<file path="config.mk">
export PLATFORM = sky130hd
export DESIGN_NAME = bmp_stream_parser
export DESIGN_NICKNAME = d
export VERILOG_FILES = /design/src/rtl/bmp_stream_parser_pkg.sv /design/src/rtl/bmp_pixel_packer.sv /design/src/rtl/bmp_stream_parser.sv
export SDC_FILE = /design/constraint.sdc
export NUM_CORES = 1
export LEC_CHECK = 0
export BUFFER_PORTS_ARGS = -buffer_cell sky130_fd_sc_hd__buf_4
export CAP_MARGIN = 20
export CORE_AREA = 2 2 218 220
export DETAILED_ROUTE_END_ITERATION = 7
export DIE_AREA = 0 0 220 222
export PLACE_DENSITY_LB_ADDON = 0.15
export SYNTH_ARGS = -nofsm -noshare
export SYNTH_HDL_FRONTEND = slang
export SYNTH_SLANG_ARGS = --single-unit
</file>
<file path="constraint.sdc">
create_clock -name clk -period 8.78 [get_ports clk]
set_input_delay 2.634 -clock clk [delete_from_list [all_inputs] [get_ports clk]]
set_output_delay 2.634 -clock clk [all_outputs]
set_load 0.02 [all_outputs]
</file>
<file path="src/rtl/bmp_stream_parser_pkg.sv">
// Shared constants, state/error encodings and row-padding helper for the BMP stream parser.
package bmp_stream_parser_pkg;

  localparam logic [7:0] SIG_B = 8'h42;
  localparam logic [7:0] SIG_M = 8'h4D;

  typedef enum logic [2:0] {
    ERR_NONE   = 3'd0,
    ERR_SIG    = 3'd1,
    ERR_BPP    = 3'd2,
    ERR_COMP   = 3'd3,
    ERR_WIDTH  = 3'd4,
    ERR_HEIGHT = 3'd5,
    ERR_OFFSET = 3'd6
  } err_code_e;

  typedef enum logic [2:0] {
    ST_IDLE   = 3'd0,
    ST_HEADER = 3'd1,
    ST_SKIP   = 3'd2,
    ST_PIXEL  = 3'd3,
    ST_PAD    = 3'd4,
    ST_DONE   = 3'd5,
    ST_ERROR  = 3'd6
  } state_e;

  // Rows are padded to a 4-byte boundary; only width mod 4 matters.
  function automatic logic [1:0] row_pad(input logic [1:0] width_lsb);
    logic [3:0] row_mod;
    row_mod = 4'(width_lsb) * 4'd3;
    return 2'(4'd4 - {2'b00, row_mod[1:0]});
  endfunction

endpackage

</file>
<file path="src/rtl/bmp_pixel_packer.sv">
// Assembles B,G,R bytes into one {R,G,B} pixel and holds it in a valid/ready output register.
module bmp_pixel_packer
  import bmp_stream_parser_pkg::*;
#(
  parameter int BYTE_WIDTH = 8,
  parameter int COORD_W    = 16
) (
  input  logic                    clk,
  input  logic                    rst_n,
  input  logic                    flush,
  input  logic                    byte_take,
  input  logic [BYTE_WIDTH-1:0]   byte_data,
  input  logic [COORD_W-1:0]      tag_x,
  input  logic [COORD_W-1:0]      tag_y,
  input  logic                    tag_last,
  input  logic                    out_ready,
  output logic                    can_accept,
  output logic                    is_r_byte,
  output logic                    out_valid,
  output logic [3*BYTE_WIDTH-1:0] out_pixel,
  output logic [COORD_W-1:0]      out_x,
  output logic [COORD_W-1:0]      out_y,
  output logic                    out_last
);

  logic [1:0]            phase_q;
  logic [BYTE_WIDTH-1:0] b_q;
  logic [BYTE_WIDTH-1:0] g_q;

  assign is_r_byte  = (phase_q == 2'd2);
  // A pixel held against back-pressure blocks all further input bytes.
  assign can_accept = !(out_valid && !out_ready);

  always_ff @(posedge clk or negedge rst_n) begin
    if (!rst_n) begin
      phase_q   <= 2'd0;
      b_q       <= '0;
      g_q       <= '0;
      out_valid <= 1'b0;
      out_pixel <= '0;
      out_x     <= '0;
      out_y     <= '0;
      out_last  <= 1'b0;
    end else if (flush) begin
      phase_q   <= 2'd0;
      b_q       <= '0;
      g_q       <= '0;
      out_valid <= 1'b0;
      out_pixel <= '0;
      out_x     <= '0;
      out_y     <= '0;
      out_last  <= 1'b0;
    end else begin
      if (byte_take && is_r_byte) begin
        out_pixel <= {byte_data, g_q, b_q};
        out_x     <= tag_x;
        out_y     <= tag_y;
        out_last  <= tag_last;
        out_valid <= 1'b1;
      end else if (out_valid && out_ready) begin
        out_valid <= 1'b0;
      end
      if (byte_take) begin
        case (phase_q)
          2'd0:    begin b_q <= byte_data; phase_q <= 2'd1; end
          2'd1:    begin g_q <= byte_data; phase_q <= 2'd2; end
          default: phase_q <= 2'd0;
        endcase
      end
    end
  end

endmodule

</file>
<file path="src/rtl/bmp_stream_parser.sv">
// Streaming parser for 24-bpp uncompressed BMP files: header validation, offset skip,
// row-padding removal and x/y-tagged pixel output.
//
// state  | meaning
// IDLE   | waiting for start, no bytes taken
// HEADER | capturing the 54 header bytes
// SKIP   | discarding bytes up to the pixel-data offset
// PIXEL  | packing B,G,R bytes into pixels
// PAD    | discarding row padding
// DONE   | image complete, trailing bytes discarded
// ERROR  | header rejected, err/err_code held
module bmp_stream_parser
  import bmp_stream_parser_pkg::*;
#(
  parameter int BYTE_WIDTH = 8,
  parameter int HDR_SIZE   = 54,
  parameter int MAX_WIDTH  = 4096,
  parameter int MAX_HEIGHT = 4096,
  parameter int COORD_W    = 16
) (
  input  logic                  clk,
  input  logic                  rst_n,
  input  logic                  start,
  input  logic                  in_valid,
  output logic                  in_ready,
  input  logic [BYTE_WIDTH-1:0] in_data,
  output logic                  out_valid,
  input  logic                  out_ready,
  output logic [23:0]           out_pixel,
  output logic [COORD_W-1:0]    out_x,
  output logic [COORD_W-1:0]    out_y,
  output logic                  out_last,
  output logic                  hdr_valid,
  output logic [31:0]           img_width,
  output logic [31:0]           img_height,
  output logic [31:0]           data_offset,
  output logic                  busy,
  output logic                  done,
  output logic                  err,
  output logic [2:0]            err_code
);

  state_e       state_q, state_d;
  err_code_e    hdr_err;
  logic [5:0]   hdr_idx;
  logic [7:0]   sig_lo, sig_hi;
  logic [15:0]  bpp;
  logic [31:0]  compression;
  logic [31:0]  skip_cnt;
  logic [1:0]   pad_cnt;
  logic [COORD_W-1:0] x_q, y_q;
  logic         row_last_q;

  logic take, pk_take, r_take, pk_can_accept, pk_is_r;
  logic hdr_last_byte, at_row_end, last_row;
  logic [1:0] pad;

  assign take          = in_valid && in_ready;
  assign pk_take       = take && (state_q == ST_PIXEL);
  assign r_take        = pk_take && pk_is_r;
  assign hdr_last_byte = (hdr_idx == 6'(HDR_SIZE - 1));
  assign at_row_end    = (x_q == COORD_W'(img_width - 32'd1));
  assign last_row      = (y_q == COORD_W'(img_height - 32'd1));
  assign pad           = row_pad(img_width[1:0]);

  assign busy = (state_q == ST_HEADER) || (state_q == ST_SKIP) ||
                (state_q == ST_PIXEL)  || (state_q == ST_PAD);
  // The final pixel may still sit in the output register after the FSM reaches DONE.
  assign done = (state_q == ST_DONE) && !out_valid;

  // Checks are ordered; the first failing one sets the code.
  always_comb begin
    hdr_err = ERR_NONE;
    if (sig_lo != SIG_B || sig_hi != SIG_M)
      hdr_err = ERR_SIG;
    else if (bpp != 16'd24)
      hdr_err = ERR_BPP;
    else if (compression != 32'd0)
      hdr_err = ERR_COMP;
    else if (img_width == 32'd0 || img_width > 32'(MAX_WIDTH))
      hdr_err = ERR_WIDTH;
    else if ($signed(img_height) <= 32'sd0 || $signed(img_height) > $signed(32'(MAX_HEIGHT)))
      hdr_err = ERR_HEIGHT;
    else if (data_offset < 32'(HDR_SIZE))
      hdr_err = ERR_OFFSET;
  end

  always_ff @(posedge clk or negedge rst_n) begin
    if (!rst_n) state_q <= ST_IDLE;
    else        state_q <= state_d;
  end

  always_comb begin
    state_d  = state_q;
    in_ready = 1'b0;
    case (state_q)
      ST_HEADER, ST_SKIP, ST_DONE: in_ready = 1'b1;
      ST_PIXEL, ST_PAD:            in_ready = pk_can_accept;
      default:                     in_ready = 1'b0;
    endcase
    if (start) in_ready = 1'b0;

    if (start) begin
      state_d = ST_HEADER;
    end else begin
      case (state_q)
        ST_HEADER:
          if (take && hdr_last_byte) begin
            if (hdr_err != ERR_NONE)                 state_d = ST_ERROR;
            else if (data_offset == 32'(HDR_SIZE))   state_d = ST_PIXEL;
            else                                     state_d = ST_SKIP;
          end
        ST_SKIP:
          if (take && skip_cnt == 32'd1) state_d = ST_PIXEL;
        ST_PIXEL:
          if (r_take && at_row_end) begin
            if (pad != 2'd0)   state_d = ST_PAD;
            else if (last_row) state_d = ST_DONE;
          end
        ST_PAD:
          if (take && pad_cnt == 2'd1) state_d = row_last_q ? ST_DONE : ST_PIXEL;
        default: state_d = state_q;
      endcase
    end
  end

  always_ff @(posedge clk or negedge rst_n) begin
    if (!rst_n) begin
      hdr_idx     <= '0;
      sig_lo      <= '0;
      sig_hi      <= '0;
      bpp         <= '0;
      compression <= '0;
      img_width   <= '0;
      img_height  <= '0;
      data_offset <= '0;
      hdr_valid   <= 1'b0;
      err         <= 1'b0;
      err_code    <= '0;
      skip_cnt    <= '0;
      pad_cnt     <= '0;
      x_q         <= '0;
      y_q         <= '0;
      row_last_q  <= 1'b0;
    end else if (start) begin
      hdr_idx     <= '0;
      sig_lo      <= '0;
      sig_hi      <= '0;
      bpp         <= '0;
      compression <= '0;
      img_width   <= '0;
      img_height  <= '0;
      data_offset <= '0;
      hdr_valid   <= 1'b0;
      err         <= 1'b0;
      err_code    <= '0;
      skip_cnt    <= '0;
      pad_cnt     <= '0;
      x_q         <= '0;
      y_q         <= '0;
      row_last_q  <= 1'b0;
    end else begin
      case (state_q)
        ST_HEADER:
          if (take) begin
            hdr_idx <= hdr_idx + 6'd1;
            case (hdr_idx)
              6'd0:  sig_lo             <= in_data;
              6'd1:  sig_hi             <= in_data;
              6'd10: data_offset[7:0]   <= in_data;
              6'd11: data_offset[15:8]  <= in_data;
              6'd12: data_offset[23:16] <= in_data;
              6'd13: data_offset[31:24] <= in_data;
              6'd18: img_width[7:0]     <= in_data;
              6'd19: img_width[15:8]    <= in_data;
              6'd20: img_width[23:16]   <= in_data;
              6'd21: img_width[31:24]   <= in_data;
              6'd22: img_height[7:0]    <= in_data;
              6'd23: img_height[15:8]   <= in_data;
              6'd24: img_height[23:16]  <= in_data;
              6'd25: img_height[31:24]  <= in_data;
              6'd28: bpp[7:0]           <= in_data;
              6'd29: bpp[15:8]          <= in_data;
              6'd30: compression[7:0]   <= in_data;
              6'd31: compression[15:8]  <= in_data;
              6'd32: compression[23:16] <= in_data;
              6'd33: compression[31:24] <= in_data;
              default: ;
            endcase
            if (hdr_last_byte) begin
              if (hdr_err != ERR_NONE) begin
                err      <= 1'b1;
                err_code <= hdr_err;
              end else begin
                hdr_valid <= 1'b1;
                skip_cnt  <= data_offset - 32'(HDR_SIZE);
              end
            end
          end
        ST_SKIP:
          if (take) skip_cnt <= skip_cnt - 32'd1;
        ST_PIXEL:
          if (r_take) begin
            if (at_row_end) begin
              x_q        <= '0;
              y_q        <= y_q + 1'b1;
              row_last_q <= last_row;
              pad_cnt    <= pad;
            end else begin
              x_q <= x_q + 1'b1;
            end
          end
        ST_PAD:
          if (take) pad_cnt <= pad_cnt - 2'd1;
        default: ;
      endcase
    end
  end

  bmp_pixel_packer #(
    .BYTE_WIDTH (BYTE_WIDTH),
    .COORD_W    (COORD_W)
  ) u_packer (
    .clk        (clk),
    .rst_n      (rst_n),
    .flush      (start),
    .byte_take  (pk_take),
    .byte_data  (in_data),
    .tag_x      (x_q),
    .tag_y      (y_q),
    .tag_last   (at_row_end && last_row),
    .out_ready  (out_ready),
    .can_accept (pk_can_accept),
    .is_r_byte  (pk_is_r),
    .out_valid  (out_valid),
    .out_pixel  (out_pixel),
    .out_x      (out_x),
    .out_y      (out_y),
    .out_last   (out_last)
  );

endmodule

</file>
; Word level (Yosys, flattened, before mapping)
; Cells that the tools add are included.
[word_totals]
in_bits = 13
wordCells = 313
out_inout_bits = 162
register_bits = 317
[op_classes]
n_lt_le_gt_ge = 4
mux = 121
reduce_logical = 92
eq_ne = 48
multipliers = 1
n_addsub = 9
[op_table]
columns = op, count
row1 = two-way mux 32 bit, 17
row2 = two-way mux 8 bit, 32
row3 = two-way mux 16 bit, 15
row4 = equality test 6 x 5 -> 1 bit (second input constant), 12
row5 = case mux 32 bit (2 select lines), 1
row6 = AND reduction 3 bit, 21
row7 = nonzero test 2 bit, 31
row8 = two-way mux 3 bit, 20
row9 = two-way mux 24 bit, 2
row10 = adder 16 x 1 -> 16 bit (second input constant), 2
row11 = equality test 16 bit, 2
row12 = equality test 32 x 1 -> 1 bit (second input constant), 1
row13 = equality test 32 x 6 -> 1 bit (second input constant), 1
row14 = > comparator 32 x 13 -> 1 bit (second input constant), 1
row15 = > comparator 32 x 14 -> 1 bit (second input constant), 1
row16 = <= comparator 32 x 1 -> 1 bit (second input constant), 1
row17 = zero test 32 bit, 1
row18 = < comparator 32 x 6 -> 1 bit (second input constant), 1
row19 = nonzero test 32 bit, 1
row20 = subtractor 16 x 1 -> 16 bit (second input constant), 2
row21 = subtractor 32 x 1 -> 32 bit (second input constant), 1
row22 = subtractor 32 x 6 -> 32 bit (second input constant), 1
row23 = equality test 6 x 4 -> 1 bit (second input constant), 4
row24 = two-way mux 1 bit, 21
row25 = 35 further kinds, 83

; Logic depth before layout (Yosys ltp)
[depth]
ltp_word = 13
depth_mapped = 14
mapped_depth_nobuf = 10

; Modules after synthesis
; From an unflattened synthesis, not the netlist that was laid out.
[hier_totals]
hier_cells = 1803
area_unflattened_um2 = 16903.7
[modules_own_cells]
columns = mod, seq_area_each_um2, cells_per_inst, area_per_inst_um2, n_inst
row1 = bmp_stream_parser, 6030.8, 1507, 13309.0, 1
row2 = bmp_pixel_packer, 1901.8, 296, 3594.7, 1

; Worst setup path after synthesis
; No wires, ideal clock.
[synth_path]
path_type = input-to-output
startpoint = input port start
endpoint = output port in_ready
path_stages = 2
setup_slack_ps = 2912
n_path_buf = 1
arrival_ps = 3234
required_time_ps = 6146
path_cell_list = buf_1 -> a31oi_1
[synth_via]
elab_chain_cells = 1
[synth_rtl]
columns = item, line_no
row1 = start: declaration, bmp_stream_parser.sv:23  ; input logic start,
row2 = two-way mux 1 bit, bmp_stream_parser.sv:101  ; if (start) in_ready = 1'b0;
row3 = end: declaration, bmp_stream_parser.sv:25  ; output logic in_ready,
; Every way passes these cells.

; Worst setup path after layout
; Same ends and word-level chain as after synthesis.

==> reports/qor.csv <==
metric,value,unit
Post-CTS Resized,0,
core area,46300,um^2
maximum vdd drop,0.000109,V
hold crit path type,reg -> reg,
CP Class,in -> out,
max incr delay on CP,0.66,ns
"top cells by area, synth","dfrtp_1 49%, nor2_1 6.1%, nand2_1 6.0%, mux2i_1 5.6%, o21ai_0 4.9%",
register bit total from synthesis,317,
IO Count,175,
later-pin clock latency in the skew report,0.56,ns
WL final,51100,um
Area Overhead vs Synth,19.1,%
RSZ-0062 raised after global routing,false,
number of nets with antenna violations after routing,0,
post-route setup TNS,0,ns
clk slew on worst S/H paths,0.06,ns
placed instance area,18000,um^2
initial DRC count,1066,
largest family of logic cells by synthesized area,simple AND/OR/NAND/NOR gates,
hold buffer count at CTS,0,
Netlist cell types,73,
RePlAce Congestion,0.840,
"Setup Fix Bufs, Post-CTS",0,
share of the synthesized area in the top cell type,49.1,%
Initial DRT Pass Iterations,5,
cell area power density,177,nW/um^2
largest net degree at the start of global routing,126,
post-synthesis mux area share,6.13,%
most frequent cells after synthesis,"317 x dfrtp_1, 261 x nor2_1, 257 x nand2_1",
DRC Markers,0,
clock root buffer,clkbuf_16,
crit-path max FO,125,
CP Cell Sequence,"buf_6, a31oi_1, buf_4",
die span in x,220,um
GRT Util Overall,21.0,%
Switching Power,866,uW
vias per std cell,5.38,
Syn Inst Count,1806,
Mapped Avg Cell Area,8.95,um^2
NumNets Final,1952,
number of global-route vias before repair,13500,
Synth Area in Simple Gates,23.1,%
status,"finished, final reports clean",
Synth Area in Adders,1.01,%
Rel. slew slack,29.5,%
Mapped Area,16200,um^2
first-pass GRT wire length,80400,um
Critical-path top delay cell,buf_6,
CTS max path bufs,3,
CP arrival,3.67,ns
clock buffer count from CTS,38,
Post-Synth XOR/XNOR Area,5.02,%
min Tclk post-route,6.30,ns
syn_nets,1832,
largest area contributor in the netlist,dfrtp_1,
ys async rst share,100,%
final hold vios,0,
internal power,2540,uW
die area,48800,um^2
WL/cell,20.0,um
Pins Over Slew Limit,0,
GR Overflow Total,0,
Flop pwr share,44.9,%
Clk pwr share,46.4,%
dominant cell by count in the synthesized netlist,dfrtp_1,
Net Sw Frac,25.4,%
Max Freq,159,MHz
post-synthesis sequential area ratio,49.1,%
CP startpoint kind,primary input,
design area,19200,um^2
antenna diode count,0,
# setup viols final,0,
Finished Core Util,41.6,%
CTS tree,done,
port bufs,174,
FP Rows,79,
met3 Use GR,2.95,%
GR peak layer,met2,
yosys warns,0,
final worst-path cycle share,71.8,%
initial antenna violation count,0,
Initial Utilization,34.9,%
Gate power share,8.8,%
Main synth FF type,dfrtp_1,
Post-synth EDFFs,0,
met1 usage,29.9,%
vias post-DR,13800,
CTS H-Tree Depth,2,
Synth Area in Compound Gates,12.2,%
Worst Max-Slew Pin Slew,1.04,ns
DP HPWL,34700,um
Sink Count,317,
leak pwr,0.00872,uW
layout cell share with drive strength beyond 1,14.6,%
Crit. End Element,output port,
Max-cap violations,0,
CP required,6.15,ns
Clock Skews,0.0291,ns
die height,222,um
met2 Use GR,33.0,%
==> per-stage QoR <==
step | hold WS [ns] | power, uW | worst slack [ns] | std cells
2_1_floorplan | 0.449 | 1720 | 2.91 | 1806
3_3_place_gp | 0.466 | 1850 | 2.45 | 2492
3_5_place_dp | 0.471 | 1850 | 2.44 | 2492
4_1_cts | 0.481 | 3460 | 2.44 | 2559
5_1_grt | 0.509 | 3540 | 2.36 | 2560
6_report | 0.483 | 3400 | 2.48 | 2560
==> registers in the layout, summed over array words and instances (netlist names), 6 cells and up <==
name	count
y_q	16
u_packer.b_q	8
u_packer.out_pixel	24
skip_cnt	32
sig_hi	8
hdr_idx	6
u_packer.out_x	16
img_width	32
compression	32
bpp	16
sig_lo	8
u_packer.g_q	8
img_height	32
data_offset	32
x_q	16
u_packer.out_y	16
==> power groups by stage <==
stage,combinational (uW),sequential (uW),clock [uW]
after floorplan,170,1550,0
final,298,1530,1580
after CTS,302,1530,1630
after detailed placement,301,1550,0
after global routing,330,1530,1680
after global placement,297,1550,0
==> logic make-up (layout without fill, tap and decap cells) <==
group           Yosys count  in the layout
compound gates          338            338
simple gates            803            803
flops                   317            317
xor+xnor                 91             91
fa+ha+maj                13             13
buf+inv                 146            293
mux                      98             98
==> worst max-delay path, delay by kind of cell <==
kind | cells | cell delay, ns
buffers and inverters | 2 | 0.88
AO/OA/AOI/OAI | 1 | 0.13
==> worst paths after layout <==
path	from	to	slack (ns)	cells past startpoint
setup reg to reg	img_height[0]	err	4.46	9
setup / recovery	start	in_ready	2.48	3
hold reg to reg	u_packer.b_q[1]	u_packer.out_pixel[1]	0.48	2
max in group asynchronous	rst_n	img_height[19]	5.35	2
min in group asynchronous	rst_n	u_packer.out_x[4]	2.10	1
hold / removal	u_packer.b_q[1]	u_packer.out_pixel[1]	0.48	2
==> placed cells by master (no fill, tap or decap), types with 8 or more instances in the layout <==
cell type / Yosys / final
a211oi_1: 10 / 10
a21oi_1: 89 / 89
a22oi_1: 9 / 9
a31oi_1: 8 / 8
and3_1: 14 / 14
buf_4: 0 / 193
clkbuf_16: 0 / 41
clkbuf_8: 0 / 9
dfrtp_1: 317 / 317
ha_1: 13 / 13
inv_1: 29 / 29
mux2_2: 8 / 8
mux2i_1: 90 / 90
nand2_1: 257 / 257
nand2b_1: 10 / 10
nand3_1: 51 / 51
nand4_1: 26 / 26
nor2_1: 261 / 261
nor2b_1: 14 / 13
nor3_1: 34 / 34
nor4_1: 55 / 54
nor4b_1: 9 / 9
o211ai_1: 8 / 8
o21ai_0: 157 / 157
o31ai_1: 8 / 8
or2_2: 8 / 8
or3_1: 17 / 17
or4_1: 13 / 13
xnor2_1: 46 / 46
xor2_1: 44 / 44
==> layer usage <==
layer / vias to the layer above / wire (um)
li1: 6536 / -
met1: 6826 / 24000
met2: 337 / 23500
met3: 72 / 2440
met4: 0 / 1170
met5: - / 0
==> cell type report <==
class,instances,area (um^2)
timing repair buffer,196,1500
clock inverter,10,83.8
multi-input combinational,1343,7690
sequential,317,7930
inverter,30,114
fill,4630,27000
clock buffer,57,1180
tap,607,759
(Power assumes the default switching activity.)
